[src/rtl/viterbi_pkg.sv]
// Shared constants, state encoding and branch-label helper for the
// K=7 rate-1/2 Viterbi ACS scheduler.
package viterbi_pkg;

    localparam int NUM_STATES = 64;
    localparam int NUM_BFLY   = 32;
    localparam logic [6:0] G0 = 7'o133;
    localparam logic [6:0] G1 = 7'o171;
    localparam int M_DEF = 6;

    typedef enum logic [2:0] {
        S_IDLE,
        S_INIT,
        S_WAIT,
        S_RUN,
        S_WRAP
    } state_e;

    // All-ones metric of an (m+1)-bit path metric: saturated / unreachable.
    function automatic int unsigned pm_sat(input int unsigned m);
        return (32'd1 << (m + 1)) - 32'd1;
    endfunction

    // Coded pair {g1,g0} emitted when in_bit is shifted in from 'state'.
    function automatic logic [1:0] exp(input logic [5:0] state, input logic in_bit);
        logic [6:0] r;
        r = {in_bit, state};
        return {^(r & G1), ^(r & G0)};
    endfunction

endpackage

[src/rtl/viterbi_acs_scheduler_if.sv]
// Symbol handshake, ACS lane bus and survivor output of the scheduler.
interface viterbi_acs_scheduler_if #(
    parameter int M = 6,
    parameter int P = 4
);
    logic                 sym_valid;
    logic [1:0]           sym;
    logic                 sym_ready;
    logic [P*(M+1)-1:0]   acs_pm_a;
    logic [P*(M+1)-1:0]   acs_pm_b;
    logic [2*P-1:0]       acs_exp;
    logic [1:0]           acs_sym;
    logic [P*(M+1)-1:0]   acs_new_lo;
    logic [P*(M+1)-1:0]   acs_new_hi;
    logic [P-1:0]         acs_dec_lo;
    logic [P-1:0]         acs_dec_hi;
    logic                 surv_valid;
    logic [63:0]          surv_bits;

    modport master (
        input  sym_valid, sym, acs_new_lo, acs_new_hi, acs_dec_lo, acs_dec_hi,
        output sym_ready, acs_pm_a, acs_pm_b, acs_exp, acs_sym, surv_valid, surv_bits
    );

    modport slave (
        output sym_valid, sym, acs_new_lo, acs_new_hi, acs_dec_lo, acs_dec_hi,
        input  sym_ready, acs_pm_a, acs_pm_b, acs_exp, acs_sym, surv_valid, surv_bits
    );
endinterface

[src/rtl/pm_bank.sv]
// Ping-pong path-metric store: reads come from rd_bank_i, writes land in the
// other bank, and init_i loads both banks with the frame-start metrics.
module pm_bank
    import viterbi_pkg::*;
#(
    parameter int M = M_DEF,
    parameter int P = 4
) (
    input  logic                clk,
    input  logic                init_i,
    input  logic                rd_bank_i,
    input  logic [P-1:0][5:0]   rd_addr_a_i,
    input  logic [P-1:0][5:0]   rd_addr_b_i,
    output logic [P-1:0][M:0]   rd_data_a_o,
    output logic [P-1:0][M:0]   rd_data_b_o,
    input  logic                wr_en_i,
    input  logic [P-1:0][5:0]   wr_addr_lo_i,
    input  logic [P-1:0][5:0]   wr_addr_hi_i,
    input  logic [P-1:0][M:0]   wr_data_lo_i,
    input  logic [P-1:0][M:0]   wr_data_hi_i
);

    logic [M:0] mem_q [2][NUM_STATES];

    // NOTE: the banks carry no reset; a frame start always rewrites every entry
    // before it is read, so a reset branch would only add muxing to each cell.
    always_ff @(posedge clk) begin
        if (init_i) begin
            for (int b = 0; b < 2; b++) begin
                for (int s = 0; s < NUM_STATES; s++) begin
                    mem_q[b][s] <= {(M+1){s != 0}};
                end
            end
        end else if (wr_en_i) begin
            for (int l = 0; l < P; l++) begin
                mem_q[~rd_bank_i][wr_addr_lo_i[l]] <= wr_data_lo_i[l];
                mem_q[~rd_bank_i][wr_addr_hi_i[l]] <= wr_data_hi_i[l];
            end
        end
    end

    always_comb begin
        for (int l = 0; l < P; l++) begin
            rd_data_a_o[l] = mem_q[rd_bank_i][rd_addr_a_i[l]];
            rd_data_b_o[l] = mem_q[rd_bank_i][rd_addr_b_i[l]];
        end
    end

endmodule

[src/rtl/viterbi_acs_scheduler.sv]
// Walks the 32 trellis butterflies over P ACS lanes per received bit pair,
// owns the metric banks, normalization and survivor hand-off.
module viterbi_acs_scheduler
    import viterbi_pkg::*;
#(
    parameter int M = M_DEF,
    parameter int P = 4
) (
    input  logic                           clk,
    input  logic                           rst,
    input  logic                           frame_start_i,
    viterbi_acs_scheduler_if.master        acs_if,
    output logic [15:0]                    step_cnt_o,
    output logic                           busy_o
);

    localparam int W = M + 1;
    localparam int NCYC = NUM_BFLY / P;
    localparam logic [M:0] SAT = W'(pm_sat(M));
    localparam logic [M:0] NORM_OFS = W'(1 << M);

    state_e state_q, state_d;
    logic [4:0]  cyc_q, cyc_d;
    logic        bank_q, bank_d;
    logic        norm_q, norm_d;
    logic [M:0]  min_q, min_d, lane_min;
    logic [15:0] step_q, step_d;
    logic [1:0]  sym_q, sym_d;
    logic [63:0] surv_q, surv_d;
    logic        last_cyc;

    logic [P-1:0][4:0] bfly;
    logic [P-1:0][5:0] rd_addr_a, rd_addr_b, wr_addr_lo, wr_addr_hi;
    logic [P-1:0][M:0] rd_pm_a, rd_pm_b, new_lo, new_hi;

    assign new_lo   = acs_if.acs_new_lo;
    assign new_hi   = acs_if.acs_new_hi;
    assign last_cyc = (cyc_q == 5'(NCYC - 1));

    // Lane l of cycle c serves butterfly j = c*P + l: reads 2j/2j+1, writes j/j+32.
    always_comb begin
        for (int l = 0; l < P; l++) begin
            bfly[l]       = 5'(int'(cyc_q) * P + l);
            rd_addr_a[l]  = {bfly[l], 1'b0};
            rd_addr_b[l]  = {bfly[l], 1'b1};
            wr_addr_lo[l] = {1'b0, bfly[l]};
            wr_addr_hi[l] = {1'b1, bfly[l]};
        end
    end

    pm_bank #(.M(M), .P(P)) u_pm_bank (
        .clk          (clk),
        .init_i       (state_q == S_INIT),
        .rd_bank_i    (bank_q),
        .rd_addr_a_i  (rd_addr_a),
        .rd_addr_b_i  (rd_addr_b),
        .rd_data_a_o  (rd_pm_a),
        .rd_data_b_o  (rd_pm_b),
        .wr_en_i      (state_q == S_RUN),
        .wr_addr_lo_i (wr_addr_lo),
        .wr_addr_hi_i (wr_addr_hi),
        .wr_data_lo_i (new_lo),
        .wr_data_hi_i (new_hi)
    );

    function automatic logic [M:0] norm_rd(input logic [M:0] m, input logic nrm);
        return (nrm && m != SAT) ? m - NORM_OFS : m;
    endfunction

    // NOTE: state lives only in always_ff blocks assigned with <=, so every
    // register samples the pre-edge values of all the others.
    always_ff @(posedge clk) begin
        if (rst) state_q <= S_IDLE;
        else     state_q <= state_d;
    end

    always_comb begin
        state_d = state_q;
        unique case (state_q)
            S_IDLE: if (frame_start_i) state_d = S_INIT;
            S_INIT: state_d = S_WAIT;
            S_WAIT: begin
                if (frame_start_i)         state_d = S_INIT;
                else if (acs_if.sym_valid) state_d = S_RUN;
            end
            S_RUN: begin
                if (frame_start_i) state_d = S_INIT;
                else if (last_cyc) state_d = S_WRAP;
            end
            S_WRAP: state_d = frame_start_i ? S_INIT : S_WAIT;
            default: state_d = S_IDLE;
        endcase
    end

    // NOTE: every output gets a default before the case, so no path leaves a
    // signal unassigned and no latch is inferred.
    always_comb begin
        acs_if.sym_ready  = (state_q == S_WAIT);
        acs_if.surv_valid = (state_q == S_WRAP) && !frame_start_i;
        busy_o            = (state_q != S_IDLE);
        acs_if.acs_pm_a   = '0;
        acs_if.acs_pm_b   = '0;
        acs_if.acs_exp    = '0;
        if (state_q == S_RUN) begin
            for (int l = 0; l < P; l++) begin
                acs_if.acs_pm_a[l*W +: W] = norm_rd(rd_pm_a[l], norm_q);
                acs_if.acs_pm_b[l*W +: W] = norm_rd(rd_pm_b[l], norm_q);
                acs_if.acs_exp[2*l +: 2]  = exp(rd_addr_a[l], 1'b0);
            end
        end
    end

    assign acs_if.acs_sym   = sym_q;
    assign acs_if.surv_bits = surv_q;
    assign step_cnt_o       = step_q;

    always_comb begin
        lane_min = SAT;
        for (int l = 0; l < P; l++) begin
            if (new_lo[l] < lane_min) lane_min = new_lo[l];
            if (new_hi[l] < lane_min) lane_min = new_hi[l];
        end
    end

    always_comb begin
        cyc_d  = cyc_q;
        bank_d = bank_q;
        norm_d = norm_q;
        min_d  = min_q;
        step_d = step_q;
        sym_d  = sym_q;
        surv_d = surv_q;
        unique case (state_q)
            S_INIT: begin
                step_d = '0;
                norm_d = 1'b0;
                bank_d = 1'b0;
            end
            S_WAIT: begin
                if (acs_if.sym_valid && !frame_start_i) begin
                    sym_d = acs_if.sym;
                    cyc_d = '0;
                    min_d = SAT;
                end
            end
            S_RUN: begin
                cyc_d = cyc_q + 5'd1;
                min_d = (lane_min < min_q) ? lane_min : min_q;
                for (int l = 0; l < P; l++) begin
                    surv_d[{1'b0, bfly[l]}] = acs_if.acs_dec_lo[l];
                    surv_d[{1'b1, bfly[l]}] = acs_if.acs_dec_hi[l];
                end
            end
            S_WRAP: begin
                if (!frame_start_i) begin
                    bank_d = ~bank_q;
                    step_d = step_q + 16'd1;
                    norm_d = (min_q >= NORM_OFS);
                end
            end
            default: ;
        endcase
    end

    always_ff @(posedge clk) begin
        if (rst) begin
            cyc_q  <= '0;
            bank_q <= 1'b0;
            norm_q <= 1'b0;
            min_q  <= '0;
            step_q <= '0;
            sym_q  <= '0;
            surv_q <= '0;
        end else begin
            cyc_q  <= cyc_d;
            bank_q <= bank_d;
            norm_q <= norm_d;
            min_q  <= min_d;
            step_q <= step_d;
            sym_q  <= sym_d;
            surv_q <= surv_d;
        end
    end

endmodule

[src/flat_wrapper.sv]
// flat-port wrapper written by rule: the top's interface ports become plain ports
module viterbi_acs_scheduler_flat import viterbi_pkg::*;
#(
    parameter int M = M_DEF,
    parameter int P = 4
)
  (clk, rst, frame_start_i, step_cnt_o, busy_o, acs_if_sym_valid, acs_if_sym, acs_if_acs_new_lo, acs_if_acs_new_hi, acs_if_acs_dec_lo, acs_if_acs_dec_hi, acs_if_sym_ready, acs_if_acs_pm_a, acs_if_acs_pm_b, acs_if_acs_exp, acs_if_acs_sym, acs_if_surv_valid, acs_if_surv_bits);
  viterbi_acs_scheduler_if #(.M(M), .P(P)) acs_if_i ();
  input  logic clk;
  input  logic rst;
  input  logic frame_start_i;
  output logic [15:0] step_cnt_o;
  output logic busy_o;
  input wire logic [$bits(acs_if_i.sym_valid)-1:0] acs_if_sym_valid;
  input wire logic [$bits(acs_if_i.sym)-1:0] acs_if_sym;
  input wire logic [$bits(acs_if_i.acs_new_lo)-1:0] acs_if_acs_new_lo;
  input wire logic [$bits(acs_if_i.acs_new_hi)-1:0] acs_if_acs_new_hi;
  input wire logic [$bits(acs_if_i.acs_dec_lo)-1:0] acs_if_acs_dec_lo;
  input wire logic [$bits(acs_if_i.acs_dec_hi)-1:0] acs_if_acs_dec_hi;
  output wire logic [$bits(acs_if_i.sym_ready)-1:0] acs_if_sym_ready;
  output wire logic [$bits(acs_if_i.acs_pm_a)-1:0] acs_if_acs_pm_a;
  output wire logic [$bits(acs_if_i.acs_pm_b)-1:0] acs_if_acs_pm_b;
  output wire logic [$bits(acs_if_i.acs_exp)-1:0] acs_if_acs_exp;
  output wire logic [$bits(acs_if_i.acs_sym)-1:0] acs_if_acs_sym;
  output wire logic [$bits(acs_if_i.surv_valid)-1:0] acs_if_surv_valid;
  output wire logic [$bits(acs_if_i.surv_bits)-1:0] acs_if_surv_bits;
  assign acs_if_i.sym_valid = acs_if_sym_valid;
  assign acs_if_i.sym = acs_if_sym;
  assign acs_if_i.acs_new_lo = acs_if_acs_new_lo;
  assign acs_if_i.acs_new_hi = acs_if_acs_new_hi;
  assign acs_if_i.acs_dec_lo = acs_if_acs_dec_lo;
  assign acs_if_i.acs_dec_hi = acs_if_acs_dec_hi;
  assign acs_if_sym_ready = acs_if_i.sym_ready;
  assign acs_if_acs_pm_a = acs_if_i.acs_pm_a;
  assign acs_if_acs_pm_b = acs_if_i.acs_pm_b;
  assign acs_if_acs_exp = acs_if_i.acs_exp;
  assign acs_if_acs_sym = acs_if_i.acs_sym;
  assign acs_if_surv_valid = acs_if_i.surv_valid;
  assign acs_if_surv_bits = acs_if_i.surv_bits;
  viterbi_acs_scheduler #(.M(M), .P(P)) u_core (.clk(clk), .rst(rst), .frame_start_i(frame_start_i), .acs_if(acs_if_i), .step_cnt_o(step_cnt_o), .busy_o(busy_o));
endmodule
[config.mk]
export PLATFORM = sky130hd
export DESIGN_NAME = viterbi_acs_scheduler_flat
export DESIGN_NICKNAME = d
export VERILOG_FILES = /design/src/rtl/viterbi_pkg.sv /design/src/rtl/viterbi_acs_scheduler_if.sv /design/src/rtl/pm_bank.sv /design/src/rtl/viterbi_acs_scheduler.sv /design/src/flat_wrapper.sv
export SDC_FILE = /design/constraint.sdc
export NUM_CORES = 2
export LEC_CHECK = 0
export ABC_AREA = 1
export CORE_ASPECT_RATIO = 0.7
export CORE_UTILIZATION = 35
export DETAILED_ROUTE_END_ITERATION = 8
export GPL_TIMING_DRIVEN = 1
export SETUP_SLACK_MARGIN = 0.2
export SLEW_MARGIN = 30
export SYNTH_ARGS = -nofsm -noshare
export SYNTH_HDL_FRONTEND = slang
export SYNTH_SLANG_ARGS = --single-unit
[constraint.sdc]
create_clock -name clk -period 25.2 [get_ports clk]
set_input_delay 2.52 -clock clk [delete_from_list [all_inputs] [get_ports clk]]
set_output_delay 2.52 -clock clk [all_outputs]
set_load 0.005 [all_outputs]
==> metrics <==
Synth Area in Compound Gates roughly 14%; end of the worst hold path u_core.step_cnt_o[15]$_SDFFE_PP0P_; final-stage net count between 4,000 and 5,000; Adder-Cell Fraction of Synth Area less than 1%; Initial Util a little over a third; CTS sink cnt roughly 1,000; pin count of the biggest net entering global routing approximately 170; maximum clock frequency ~71 MHz; Tot GR Track Use roughly 24%; Fin Clk Skew approximately 0.032 ns; Reg2Reg Setup Slack 19.38 ns; simple logic cell fraction of the synthesized area between 10 and 15%; Final WS setup approximately 11 ns; Setup Crit Path Kind input port to flip-flop; first-pass GRT wire length about 240,000 µm; Hold Path Class flip-flop to flip-flop; CTS tree built; clk slew on worst S/H paths ~0.070 ns; GR Layer Usage met2 a little over a third; warning count from the yosys run 0; GR Layer Usage met1 36.3%; Post-synth EDFFs 896; post-CTS setup buffers 0; endpoint type of the worst setup path flip-flop; HPWL after detailed placement between 100,000 and 150,000 µm; hold path cells 1; placed insts roughly 6,300; die extent in y 310 µm; die footprint 137,000 µm²; Period minus WS final 14.10 ns; crit share post-route 56.0%; Via density about 5.7; ANT nets after route 0; RSZ-0062 raised after global routing no; DP Worst Slack roughly 11 ns; clock insertion delay at the later pin of the skew report approximately 0.7 ns; slowest CP cell a211oi_2; Max clock buf depth 3; worst r2r path cells 13; root buf cell clkbuf_16; busiest grt layer met1; syn nets 4,746; Gate Count Post-Synth about 4,700; sequential share of the synthesized area around 61%; ys async rst share 0%; total chip power 4.05 mW; hold_buf cts 0; synth cell count leaders 896 x edfxtp_1, 732 x o21ai_0, 687 x nand2_1; Final Non-Filler Cells 6,497; largest family of logic cells by synthesized area compound AO/OA/AOI/OAI gates; Vias between 30,000 and 40,000; CP Max Fanout 13; Avg Inst Size Synth ~10 µm²; number of global-route vias before repair approximately 34,000; Worst Path Arrival 14.75 ns; Post-Syn Area around 47,000 µm²; Top FF cell, synth edfxtp_1; post-synthesis register bit count approximately 1,000; met3 Use GR under 10%; Remaining DRCs 0; site row count 112; crit start category input port; post-synth top area cell edfxtp_1; # port buffers approximately 220; Lkg Pwr ~17 nW; total congestion overflow 0; final setup fails 0; Area growth syn-to-layout 14.5%; CTS buffer count 95; drt total wl roughly 170,000 µm; post-layout util between 40% and 50%; io pins 219; Max Slew Vio Count 0; DRT iter0 DRCs about 5,500; outcome finished clean; share of layout cells above drive strength 1 about 6.6%; hold path startpoint u_core.step_cnt_o[15]$_SDFFE_PP0P_; Worst R2R End u_core.u_pm_bank.mem_q[0][202]$_SDFFCE_PN1P_; xor-xnor portion of the synthesized cell area less than 1%; max-cap viol count 0; worst vdd ir ~54 µV; Req. time, crit path 25.84 ns; Max-slew headroom between 20% and 30%; worst slew pin tran between 1 and 1.5 ns; Setup TNS 0 ns; initial antenna violation count 5; most common cell in the synthesized netlist edfxtp_1; synth top area cells edfxtp_1 57%, o21ai_0 7.7%, nand2_1 5.4%; die width about 440 µm; cts repair resizes 0; Max stage delay on crit path about 0.57 ns; P per Cell Area between 70 and 80 nW/µm²; first-pass iteration count of the detailed router 8; Yosys cell types between 40 and 50; r2r startpoint u_core.cyc_q[1]$_SDFFE_PP0P_; core area ~130,000 µm²; post-synth top area share between 50% and 60%; RePlAce Congestion 0.878; DR WL/cell around 26 µm; proportion of synthesized area in mux cells under 10%; Fin. Hold Viols 0; CTS H-tree lvls 3
## flip-flops by register name, indices dropped and copies added (netlist names), named ones only
| name | cells |
|---|---|
| u_core.step_cnt_o | 16 |
| u_core.norm_q | 1 |
| u_core.bank_q | 1 |
| u_core.min_q | 7 |
| u_core.cyc_q | 5 |
| u_core.acs_if.acs_sym | 2 |
| u_core.u_pm_bank.mem_q | 896 |
| u_core.acs_if.surv_bits | 64 |
| u_core.state_q | 3 |
## worst max path at each step
stage	start	endpoint	slack (ns)
global route	acs_if_acs_new_lo[6]	u_core.min_q[2]$_SDFFE_PP0P_	9.79
CTS	acs_if_acs_new_lo[6]	u_core.min_q[2]$_SDFFE_PP0P_	11.30
finish	acs_if_acs_new_lo[6]	u_core.min_q[2]$_SDFFE_PP0P_	11.10
global placement	acs_if_acs_new_lo[6]	u_core.min_q[1]$_SDFFE_PP0P_	10.52
floorplan	acs_if_acs_new_lo[6]	u_core.min_q[6]$_SDFFE_PP0P_	13.60
detailed placement	acs_if_acs_new_lo[6]	u_core.min_q[2]$_SDFFE_PP0P_	10.63
## area by class of cell
type	instances	area (µm²)
Multi-Input combinational cell	2851	15500
Sequential cell	996	28900
Inverter	406	1540
Clock buffer	125	2550
Tap cell	1767	2210
Antenna cell	7	17.5
Clock inverter	46	508
Fill cell	12900	79500
Timing Repair Buffer	299	2900
## power by group
part / internal [mW] / leakage, nW / total [mW] / switching, mW
registers: 1.90 / 6.61 / 1.91 / 0.00968
logic: 0.150 / 8.43 / 0.663 / 0.512
clock network: 0.808 / 1.49 / 1.47 / 0.663
total: 2.86 / 16.5 / 4.05 / 1.19
## layer usage
layer / vias up / part of all wire, %
li1: 16500 / -
met1: 18300 / 43
met2: 2323 / 43
met3: 191 / 12
met4: 0 / 1.9
met5: - / 0
## cell families (layout without fill, tap and decap cells)
| kind of cell | count (synthesis) | after routing |
|---|---|---|
| AO/OA/AOI/OAI | 1236 | 1236 |
| XOR/XNOR | 2 | 2 |
| adder cells (fa/ha/maj) | 24 | 24 |
| buffers and inverters | 805 | 876 |
| flip-flops | 996 | 996 |
| multiplexers | 224 | 224 |
| other | 0 | 7 |
| AND/OR/NAND/NOR | 1365 | 1365 |
## metrics by stage
stage	hold WS, ns	area (µm²)
5_1_grt	0.492	54200
6_report	0.471	54200
3_5_place_dp	0.453	51100
4_1_cts	0.464	54100
3_3_place_gp	0.436	51000
2_1_floorplan	0.440	47300
## placed cells by master (no fill, tap or decap), drive strengths merged, types with 2 or more instances in the layout
cell           count
buf               81
mux2i            215
clkdlybuf4s50    218
bufinv             9
clkinv            44
nor4               8
or2                2
o21bai             7
ha                24
nor3              14
nand2            703
diode              7
a21oi            270
o21ai            733
o211ai           201
mux2               9
a211oi            13
clkbuf           125
dfxtp            100
nand4            131
nand3            247
edfxtp           896
clkinvlp           2
nor2             258
inv              397
a311oi             7
## critical path, delay by kind of cell
family | cells | cell delay (ns)
AO/OA/AOI/OAI | 17 | 5.47
adder cells (fa/ha/maj) | 8 | 2.46
buffers and inverters | 5 | 0.96
AND/OR/NAND/NOR | 23 | 3.30
(Power assumes the default switching activity.)
